`src/rtl/aes_text_out_serializer_pkg.sv`:
```
// Shared types and helpers for the AES text_out serializer.
// Latency: n/a (types and pure functions only).
// Backpressure: n/a.
package aes_out_pkg;

    localparam int DATA_W = 128;
    localparam int WORD_W = 32;
    localparam int DEPTH  = 2;
    localparam int NW     = DATA_W / WORD_W;
    localparam int IDX_W  = (NW > 1) ? $clog2(NW) : 1;

    typedef enum logic [0:0] {
        IDLE = 1'b0,
        SEND = 1'b1
    } ser_state_e;

    typedef logic [DATA_W-1:0] block_t;
    typedef logic [WORD_W-1:0] word_t;
    typedef logic [IDX_W-1:0]  widx_t;

    // Word idx of a block, most-significant word first.
    function automatic word_t word_sel(input block_t block, input widx_t idx);
        return block[DATA_W-1 - int'(idx)*WORD_W -: WORD_W];
    endfunction

endpackage

```
`src/rtl/aes_text_out_serializer_if.sv`:
```
// Word stream from the serializer toward the bus/DMA sink (optional AES_TEXT_OUT_PARITY_EN adds out_par).
// Latency: n/a (wires only).
// Backpressure: sink holds out_ready low to stall; source keeps data stable while stalled.
interface aes_text_out_serializer_if #(
    parameter int WORD_W = 32
);
    logic              out_valid;
    logic              out_ready;
    logic [WORD_W-1:0] out_data;
    logic              out_last;
`ifdef AES_TEXT_OUT_PARITY_EN
    logic [WORD_W/8-1:0] out_par;
`endif

    modport master (
        output out_valid,
        output out_data,
        output out_last,
`ifdef AES_TEXT_OUT_PARITY_EN
        output out_par,
`endif
        input  out_ready
    );

    modport slave (
        input  out_valid,
        input  out_data,
        input  out_last,
`ifdef AES_TEXT_OUT_PARITY_EN
        input  out_par,
`endif
        output out_ready
    );

endinterface

```
`src/rtl/aes_text_out_serializer_block_buf.sv`:
```
// DEPTH-entry block FIFO with level count; push while full succeeds only when a pop happens in the same cycle.
// Latency: pushed block is visible at the head one cycle after the push.
// Backpressure: rejects pushes when full and not popping (o_push_ok low).
module aes_out_block_buf #(
    parameter  int DATA_W = 128,
    parameter  int DEPTH  = 2,
    localparam int PTR_W  = $clog2(DEPTH),
    localparam int LVL_W  = PTR_W + 1
) (
    input  logic              clk,
    input  logic              rst,
    input  logic              i_push,
    input  logic [DATA_W-1:0] i_push_dat,
    input  logic              i_pop,
    output logic [DATA_W-1:0] o_head_dat,
    output logic [LVL_W-1:0]  o_level,
    output logic [LVL_W-1:0]  o_level_nxt,
    output logic              o_full,
    output logic              o_empty,
    output logic              o_push_ok
);

    logic [DATA_W-1:0] r_mem [DEPTH];
    logic [PTR_W-1:0]  r_wptr;
    logic [PTR_W-1:0]  r_rptr;
    logic [LVL_W-1:0]  r_level;
    logic              w_pop_ok;

    assign o_full     = (r_level == LVL_W'(DEPTH));
    assign o_empty    = (r_level == '0);
    assign w_pop_ok   = i_pop && !o_empty;
    // When full, the slot being freed by the pop is the write slot, so the
    // incoming block lands there while the old head is still read this cycle.
    assign o_push_ok  = i_push && (!o_full || w_pop_ok);
    assign o_level    = r_level;
    assign o_head_dat = r_mem[r_rptr];

    // Next occupancy, net of simultaneous push and pop.
    always_comb begin
        o_level_nxt = r_level;
        case ({o_push_ok, w_pop_ok})
            2'b10:   o_level_nxt = r_level + LVL_W'(1);
            2'b01:   o_level_nxt = r_level - LVL_W'(1);
            default: o_level_nxt = r_level;
        endcase
    end

    // Pointer and level state; pointers wrap naturally since DEPTH is a power of two.
    always_ff @(posedge clk) begin
        if (rst) begin
            r_wptr  <= '0;
            r_rptr  <= '0;
            r_level <= '0;
        end else begin
            if (o_push_ok) r_wptr <= r_wptr + PTR_W'(1);
            if (w_pop_ok)  r_rptr <= r_rptr + PTR_W'(1);
            r_level <= o_level_nxt;
        end
    end

    // Block storage; contents need no reset because level gates all reads.
    always_ff @(posedge clk) begin
        if (o_push_ok) r_mem[r_wptr] <= i_push_dat;
    end

endmodule

```
`src/rtl/aes_text_out_serializer.sv`:
```
// Captures AES text_out on done, buffers DEPTH blocks, streams MSW-first words (AES_TEXT_OUT_PARITY_EN adds out_par).
// Latency: done in cycle t with empty buffer gives out_valid in cycle t+1; one word per cycle, no inter-block bubble.
// Backpressure: out_ready stalls the stream with stable outputs; a done while full is dropped and sets sticky overflow.
module aes_text_out_serializer #(
    parameter int DATA_W = aes_out_pkg::DATA_W,
    parameter int WORD_W = aes_out_pkg::WORD_W,
    parameter int DEPTH  = aes_out_pkg::DEPTH
) (
    input  logic                     clk,
    input  logic                     rst,
    input  logic                     done,
    input  logic [DATA_W-1:0]        text_out,
    aes_text_out_serializer_if.master out_if,
    output logic                     overflow,
    output logic [$clog2(DEPTH):0]   level,
    input  logic                     clr_ovf
);
    import aes_out_pkg::*;

    // Package widths (block_t, word_t, word_sel) must match DATA_W/WORD_W here.
`ifdef AES_TEXT_OUT_PARITY_EN
    localparam int PAR_W  = DATA_W / 8;
`else
    localparam int PAR_W  = 0;
`endif
    localparam int STORE_W = DATA_W + PAR_W;
    localparam int LVL_W   = $clog2(DEPTH) + 1;

    localparam logic [0:0] ST_IDLE = 1'(IDLE);
    localparam logic [0:0] ST_SEND = 1'(SEND);

    logic [0:0]         r_state;
    widx_t              r_widx;
    logic               r_ovf;

    logic [STORE_W-1:0] w_push_dat;
    logic [STORE_W-1:0] w_head_dat;
    logic [DATA_W-1:0]  w_head_blk;
    logic [LVL_W-1:0]   w_level;
    logic [LVL_W-1:0]   w_level_nxt;
    logic               w_full;
    logic               w_empty;
    logic               w_push_ok;
    logic               w_valid;
    logic               w_hs;
    logic               w_last_word;
    logic               w_pop;

`ifdef AES_TEXT_OUT_PARITY_EN
    localparam int WPAR_W = WORD_W / 8;
    logic [PAR_W-1:0]   w_cap_par;
    logic [PAR_W-1:0]   w_head_par;

    // Even-parity bit per byte of the captured block, stored with it.
    always_comb begin
        w_cap_par = '0;
        for (int i = 0; i < PAR_W; i++) begin
            w_cap_par[i] = ^text_out[8*i +: 8];
        end
    end

    assign w_push_dat = {text_out, w_cap_par};
    assign w_head_par = w_head_dat[PAR_W-1:0];
    assign out_if.out_par = w_valid ? w_head_par[PAR_W-1 - int'(r_widx)*WPAR_W -: WPAR_W] : '0;
`else
    assign w_push_dat = text_out;
`endif

    assign w_head_blk = w_head_dat[STORE_W-1 -: DATA_W];

    aes_out_block_buf #(
        .DATA_W (STORE_W),
        .DEPTH  (DEPTH)
    ) u_buf (
        .clk         (clk),
        .rst         (rst),
        .i_push      (done),
        .i_push_dat  (w_push_dat),
        .i_pop       (w_pop),
        .o_head_dat  (w_head_dat),
        .o_level     (w_level),
        .o_level_nxt (w_level_nxt),
        .o_full      (w_full),
        .o_empty     (w_empty),
        .o_push_ok   (w_push_ok)
    );

    assign w_valid     = (r_state == ST_SEND) && !w_empty;
    assign w_hs        = w_valid && out_if.out_ready;
    assign w_last_word = (r_widx == IDX_W'(NW - 1));
    assign w_pop       = w_hs && w_last_word;

    assign out_if.out_valid = w_valid;
    assign out_if.out_data  = w_valid ? word_sel(w_head_blk, r_widx) : '0;
    assign out_if.out_last  = w_valid && w_last_word;
    assign overflow         = r_ovf;
    assign level            = w_level;

    // FSM: SEND whenever a block will be held next cycle, so a capture raises valid one cycle later.
    always_ff @(posedge clk) begin
        if (rst) begin
            r_state <= ST_IDLE;
        end else begin
            r_state <= (w_level_nxt != '0) ? ST_SEND : ST_IDLE;
        end
    end

    // Word index advances on each accepted word and wraps after the last one.
    always_ff @(posedge clk) begin
        if (rst) begin
            r_widx <= '0;
        end else if (w_hs) begin
            r_widx <= w_last_word ? '0 : r_widx + IDX_W'(1);
        end
    end

    // Sticky overflow: a dropped block beats a same-cycle clear.
    always_ff @(posedge clk) begin
        if (rst) begin
            r_ovf <= 1'b0;
        end else if (done && w_full && !w_push_ok) begin
            r_ovf <= 1'b1;
        end else if (clr_ovf) begin
            r_ovf <= 1'b0;
        end
    end

endmodule

```
`src/flat_wrapper.sv`:
```
// flat-port wrapper written by rule: the top's interface ports become plain ports
module aes_text_out_serializer_flat import aes_out_pkg::*;
#(
    parameter int DATA_W = aes_out_pkg::DATA_W,
    parameter int WORD_W = aes_out_pkg::WORD_W,
    parameter int DEPTH  = aes_out_pkg::DEPTH
)
  (clk, rst, done, text_out, overflow, level, clr_ovf, out_if_out_valid, out_if_out_data, out_if_out_last, out_if_out_ready);
  aes_text_out_serializer_if #(.WORD_W(WORD_W)) out_if_i ();
  input  logic clk;
  input  logic rst;
  input  logic done;
  input  logic [DATA_W-1:0] text_out;
  output logic overflow;
  output logic [$clog2(DEPTH):0] level;
  input  logic clr_ovf;
  output wire logic [$bits(out_if_i.out_valid)-1:0] out_if_out_valid;
  output wire logic [$bits(out_if_i.out_data)-1:0] out_if_out_data;
  output wire logic [$bits(out_if_i.out_last)-1:0] out_if_out_last;
  input wire logic [$bits(out_if_i.out_ready)-1:0] out_if_out_ready;
  assign out_if_out_valid = out_if_i.out_valid;
  assign out_if_out_data = out_if_i.out_data;
  assign out_if_out_last = out_if_i.out_last;
  assign out_if_i.out_ready = out_if_out_ready;
  aes_text_out_serializer #(.DATA_W(DATA_W), .WORD_W(WORD_W), .DEPTH(DEPTH)) u_core (.clk(clk), .rst(rst), .done(done), .text_out(text_out), .out_if(out_if_i), .overflow(overflow), .level(level), .clr_ovf(clr_ovf));
endmodule
```
`config.mk`:
```
export PLATFORM = sky130hd
export DESIGN_NAME = aes_text_out_serializer_flat
export DESIGN_NICKNAME = d
export VERILOG_FILES = /design/src/rtl/aes_text_out_serializer_pkg.sv /design/src/rtl/aes_text_out_serializer_if.sv /design/src/rtl/aes_text_out_serializer_block_buf.sv /design/src/rtl/aes_text_out_serializer.sv /design/src/flat_wrapper.sv
export SDC_FILE = /design/constraint.sdc
export NUM_CORES = 1
export LEC_CHECK = 0
export BUFFER_PORTS_ARGS = -buffer_cell sky130_fd_sc_hd__buf_2
export CORE_MARGIN = 3
export CORE_UTILIZATION = 38
export CTS_BUF_LIST = sky130_fd_sc_hd__clkbuf_4 sky130_fd_sc_hd__clkbuf_8 sky130_fd_sc_hd__clkbuf_16
export DETAILED_ROUTE_END_ITERATION = 10
export GPL_TIMING_DRIVEN = 0
export HOLD_SLACK_MARGIN = 0.06
export MAX_ROUTING_LAYER = met4
export PLACE_DENSITY_LB_ADDON = 0.2
export SKIP_LAST_GASP = 1
export SLEW_MARGIN = 20
export SYNTH_ARGS = -nofsm -noshare
export SYNTH_HDL_FRONTEND = slang
export SYNTH_HIERARCHICAL = 1
export SYNTH_SLANG_ARGS = --single-unit
```
`constraint.sdc`:
```
create_clock -name clk -period 10.8 [get_ports clk]
set_clock_uncertainty 0.1 [all_clocks]
set_input_delay 0.54 -clock clk [delete_from_list [all_inputs] [get_ports clk]]
set_output_delay 0.54 -clock clk [all_outputs]
set_load 0.05 [all_outputs]
```
==> qor.csv <==
metric,value,unit
fp.dieW,175,um
clk_latency,0.53,ns
grt_start_max_net_pins,51,
worst_pin_slew,0.755,ns
vias_per_cell,4.85,
synth-seq-cells,265,
power.switching,0.000530,W
drc,0,
via_count,5654,
p_clk_frac,0.388,
syn_nets,694,
ir_worst_vdd,0.126,mV
path_clk_slew,0.06,ns
yosys_warnings,6,
antenna_left,0,
status,"finished, final reports clean",
hold_buffers,0,
synth_seq_area_share,0.725,
antenna_found_initial,2,
startpoint_type,flop,
layout_min_cycle_time,3.04,ns
maxSlewViolCount,0,
row_count,61,
hold_violations,0,
synthCells,559,
grt_pass1_vias,6219,
cts_setup_buffers,0,
cts_sinks,265,
first_iter_violations,250,
cp.required,10.16,ns
first_pass_iters,4,
dp_hpwl,15800,um
port_buffers,169,
fin_cells,1166,
min-delay-path-class,in2reg,
setup_tns,0,ns
ys_types,30,
fin_nets,900,
setup_violations,0,
avgSynthCellArea,19.4,um2
powerDensity,181,nW/um2
routabilityCongestion,0.730,
cp_max_fo,10,
p_sw_frac,0.221,
grt_overflow,0,
power.leakage,4.75,nW
cp-end-kind,output port,
core-area,27900,um2
start_util,0.388,
drive_above_1_share,0.371,
io_pins,170,
cts_tree,yes,
die_y,175,um
dieArea,30600,um2
netlist_area,10800,um2
rsz0062_at_grt,no,
p_int,0.00187,W
cts_max_path_buffers,3,
post_cts_resized,0,
h-tree-depth,1,
routed_wl,23600,um
maxSlewHeadroom,0.495,
grt_use_total,0.156,
grt_pass1_wl,35800,um
placed_area,12400,um2
post-route-period-util,0.282,
pwr-share-comb,0.099,
fmax,328,MHz
crit_arrival,2.40,ns
cts_root_buffer,clkbuf_16,
dp.cells,1113,
syn_to_final_growth,22.3,%
final_core_util,0.475,
fin_area,13300,um2
pwr-share-seq,0.513,
worst-setup-path-type,reg2out,
maxCapViolCount,0,
avgRoutedWirePerCell,20.3,um
cts-buffers-inserted,28,
-- power groups by stage --
stage / combinational (W) / sequential [W] / clock, W
2_1_floorplan: 0.000144 / 0.00126 / 0
3_3_place_gp: 0.000216 / 0.00127 / 0
3_5_place_dp: 0.000242 / 0.00125 / 0
4_1_cts: 0.000243 / 0.00123 / 0.000959
5_1_grt: 0.000259 / 0.00124 / 0.000997
6_report: 0.000239 / 0.00123 / 0.000931
-- cell usage after synthesis --
master / n / area share
and3_1: 1 / 0.00058
and3b_2: 1 / 0.00092
mux2_4: 1 / 0.0014
nor2_1: 9 / 0.0031
nor2b_2: 1 / 0.00081
nor3_1: 1 / 0.00046
nand3b_1: 2 / 0.0014
a21oi_1: 1 / 0.00046
o22ai_2: 30 / 0.035
nand2b_1: 4 / 0.0023
o21a_2: 1 / 0.00081
buf_6: 3 / 0.0031
o22ai_1: 2 / 0.0012
xnor2_1: 3 / 0.0024
inv_2: 1 / 0.00035
edfxtp_1: 256 / 0.71
xor2_1: 1 / 0.00081
buf_12: 3 / 0.0055
nor2b_1: 4 / 0.0023
buf_2: 18 / 0.0083
buf_4: 5 / 0.0035
inv_1: 1 / 0.00035
mux2_1: 129 / 0.13
dfxtp_1: 9 / 0.017
mux2i_1: 65 / 0.060
or3b_1: 1 / 0.00081
o21ai_2: 1 / 0.00081
mux2_2: 1 / 0.0010
ha_1: 2 / 0.0023
and2_1: 2 / 0.0012
-- metal layers --
| layer | part of all wire | GRT usage | vias to the layer above |
|---|---|---|---|
| met1 | 0.43 | 0.194 | 2857 |
| met4 | 0.020 | 0.0392 | 0 |
| li1 | - | - | 2622 |
| met3 | 0.046 | 0.0248 | 35 |
| met5 | 0 | - | - |
| met2 | 0.51 | 0.268 | 140 |
-- stage by stage --
| stage | setup slack (ns) | power (W) | hold slack, ns |
|---|---|---|---|
| after global routing | 7.58 | 0.00249 | 0.0694 |
| final | 7.76 | 0.00240 | 0.0927 |
| after floorplan | 3.03 | 0.00141 | 0.373 |
| after CTS | 7.69 | 0.00243 | 0.0621 |
| after global placement | 0.967 | 0.00149 | 0.362 |
| after detailed placement | 8.05 | 0.00149 | 0.364 |
-- sequential cells by signal (all words and copies together), names as in the netlist, named ones only --
register,count
u_core/r_widx,2
u_core/r_state,1
u_core/u_buf/r_mem,256
u_core/u_buf/r_wptr,1
u_core/u_buf/r_rptr,1
u_core/overflow,1
u_core/u_buf/o_level,2
-- placed cells by master (no fill, tap or decap), drive strengths merged --
cell / synthesis / routed
and3: 1 / 1
inv: 2 / 2
mux2: 131 / 131
nor2b: 5 / 5
edfxtp: 256 / 256
nand2b: 4 / 4
o22ai: 32 / 32
nand3b: 2 / 2
diode: 0 / 3
buf: 29 / 205
and2: 2 / 2
clkinv: 0 / 11
or3b: 1 / 1
and3b: 1 / 1
o21ai: 1 / 1
bufinv: 0 / 2
mux2i: 65 / 65
o21a: 1 / 1
xnor2: 3 / 3
xor2: 1 / 1
nor2: 9 / 9
dfxtp: 9 / 9
a21oi: 1 / 1
ha: 2 / 2
clkbuf: 0 / 37
nor3: 1 / 1
-- final timing paths --
check | start | end | slack (ns) | cells after the start
worst min-delay path | text_out[98] | u_core/u_buf/r_mem[1][98] | 0.09 | 1
worst min register to register | u_core/overflow | u_core/overflow | 0.37 | 2
worst max register to register | u_core/u_buf/o_level[0] | u_core/u_buf/r_mem[0][19] | 8.07 | 8
worst max-delay path | flop | out_if_out_data[31] | 7.76 | 6
-- cells by family after synthesis --
| family | after synthesis | synth area share |
|---|---|---|
| AOI/OAI and AO/OA | 35 | 0.0378 |
| xor gates and xnor gates | 4 | 0.00323 |
| adders and majority gates | 2 | 0.00231 |
| buffers and inverters | 31 | 0.0211 |
| DFF | 265 | 0.725 |
| muxes | 196 | 0.196 |
| and+or+nand+nor | 26 | 0.0138 |
-- cell type report --
cell class,count,area [um2]
Inverter,2,7.51
Timing Repair Buffer,176,1020
Tap cell,378,473
Fill cell,2445,14700
Clock inverter,13,111
Multi-Input combinational cell,263,2760
Sequential cell,265,7870
Antenna cell,3,7.51
Clock buffer,37,798
Buffer,29,221
-- critical path, stage by stage, from the launching register on --
cell and delay (ns):
dfxtp_1 0.32, buf_2 0.35, buf_4 0.30, mux2_1 0.34, mux2i_1 0.17, o22ai_1 0.13, buf_2 0.24
(Power assumes the default switching activity.)
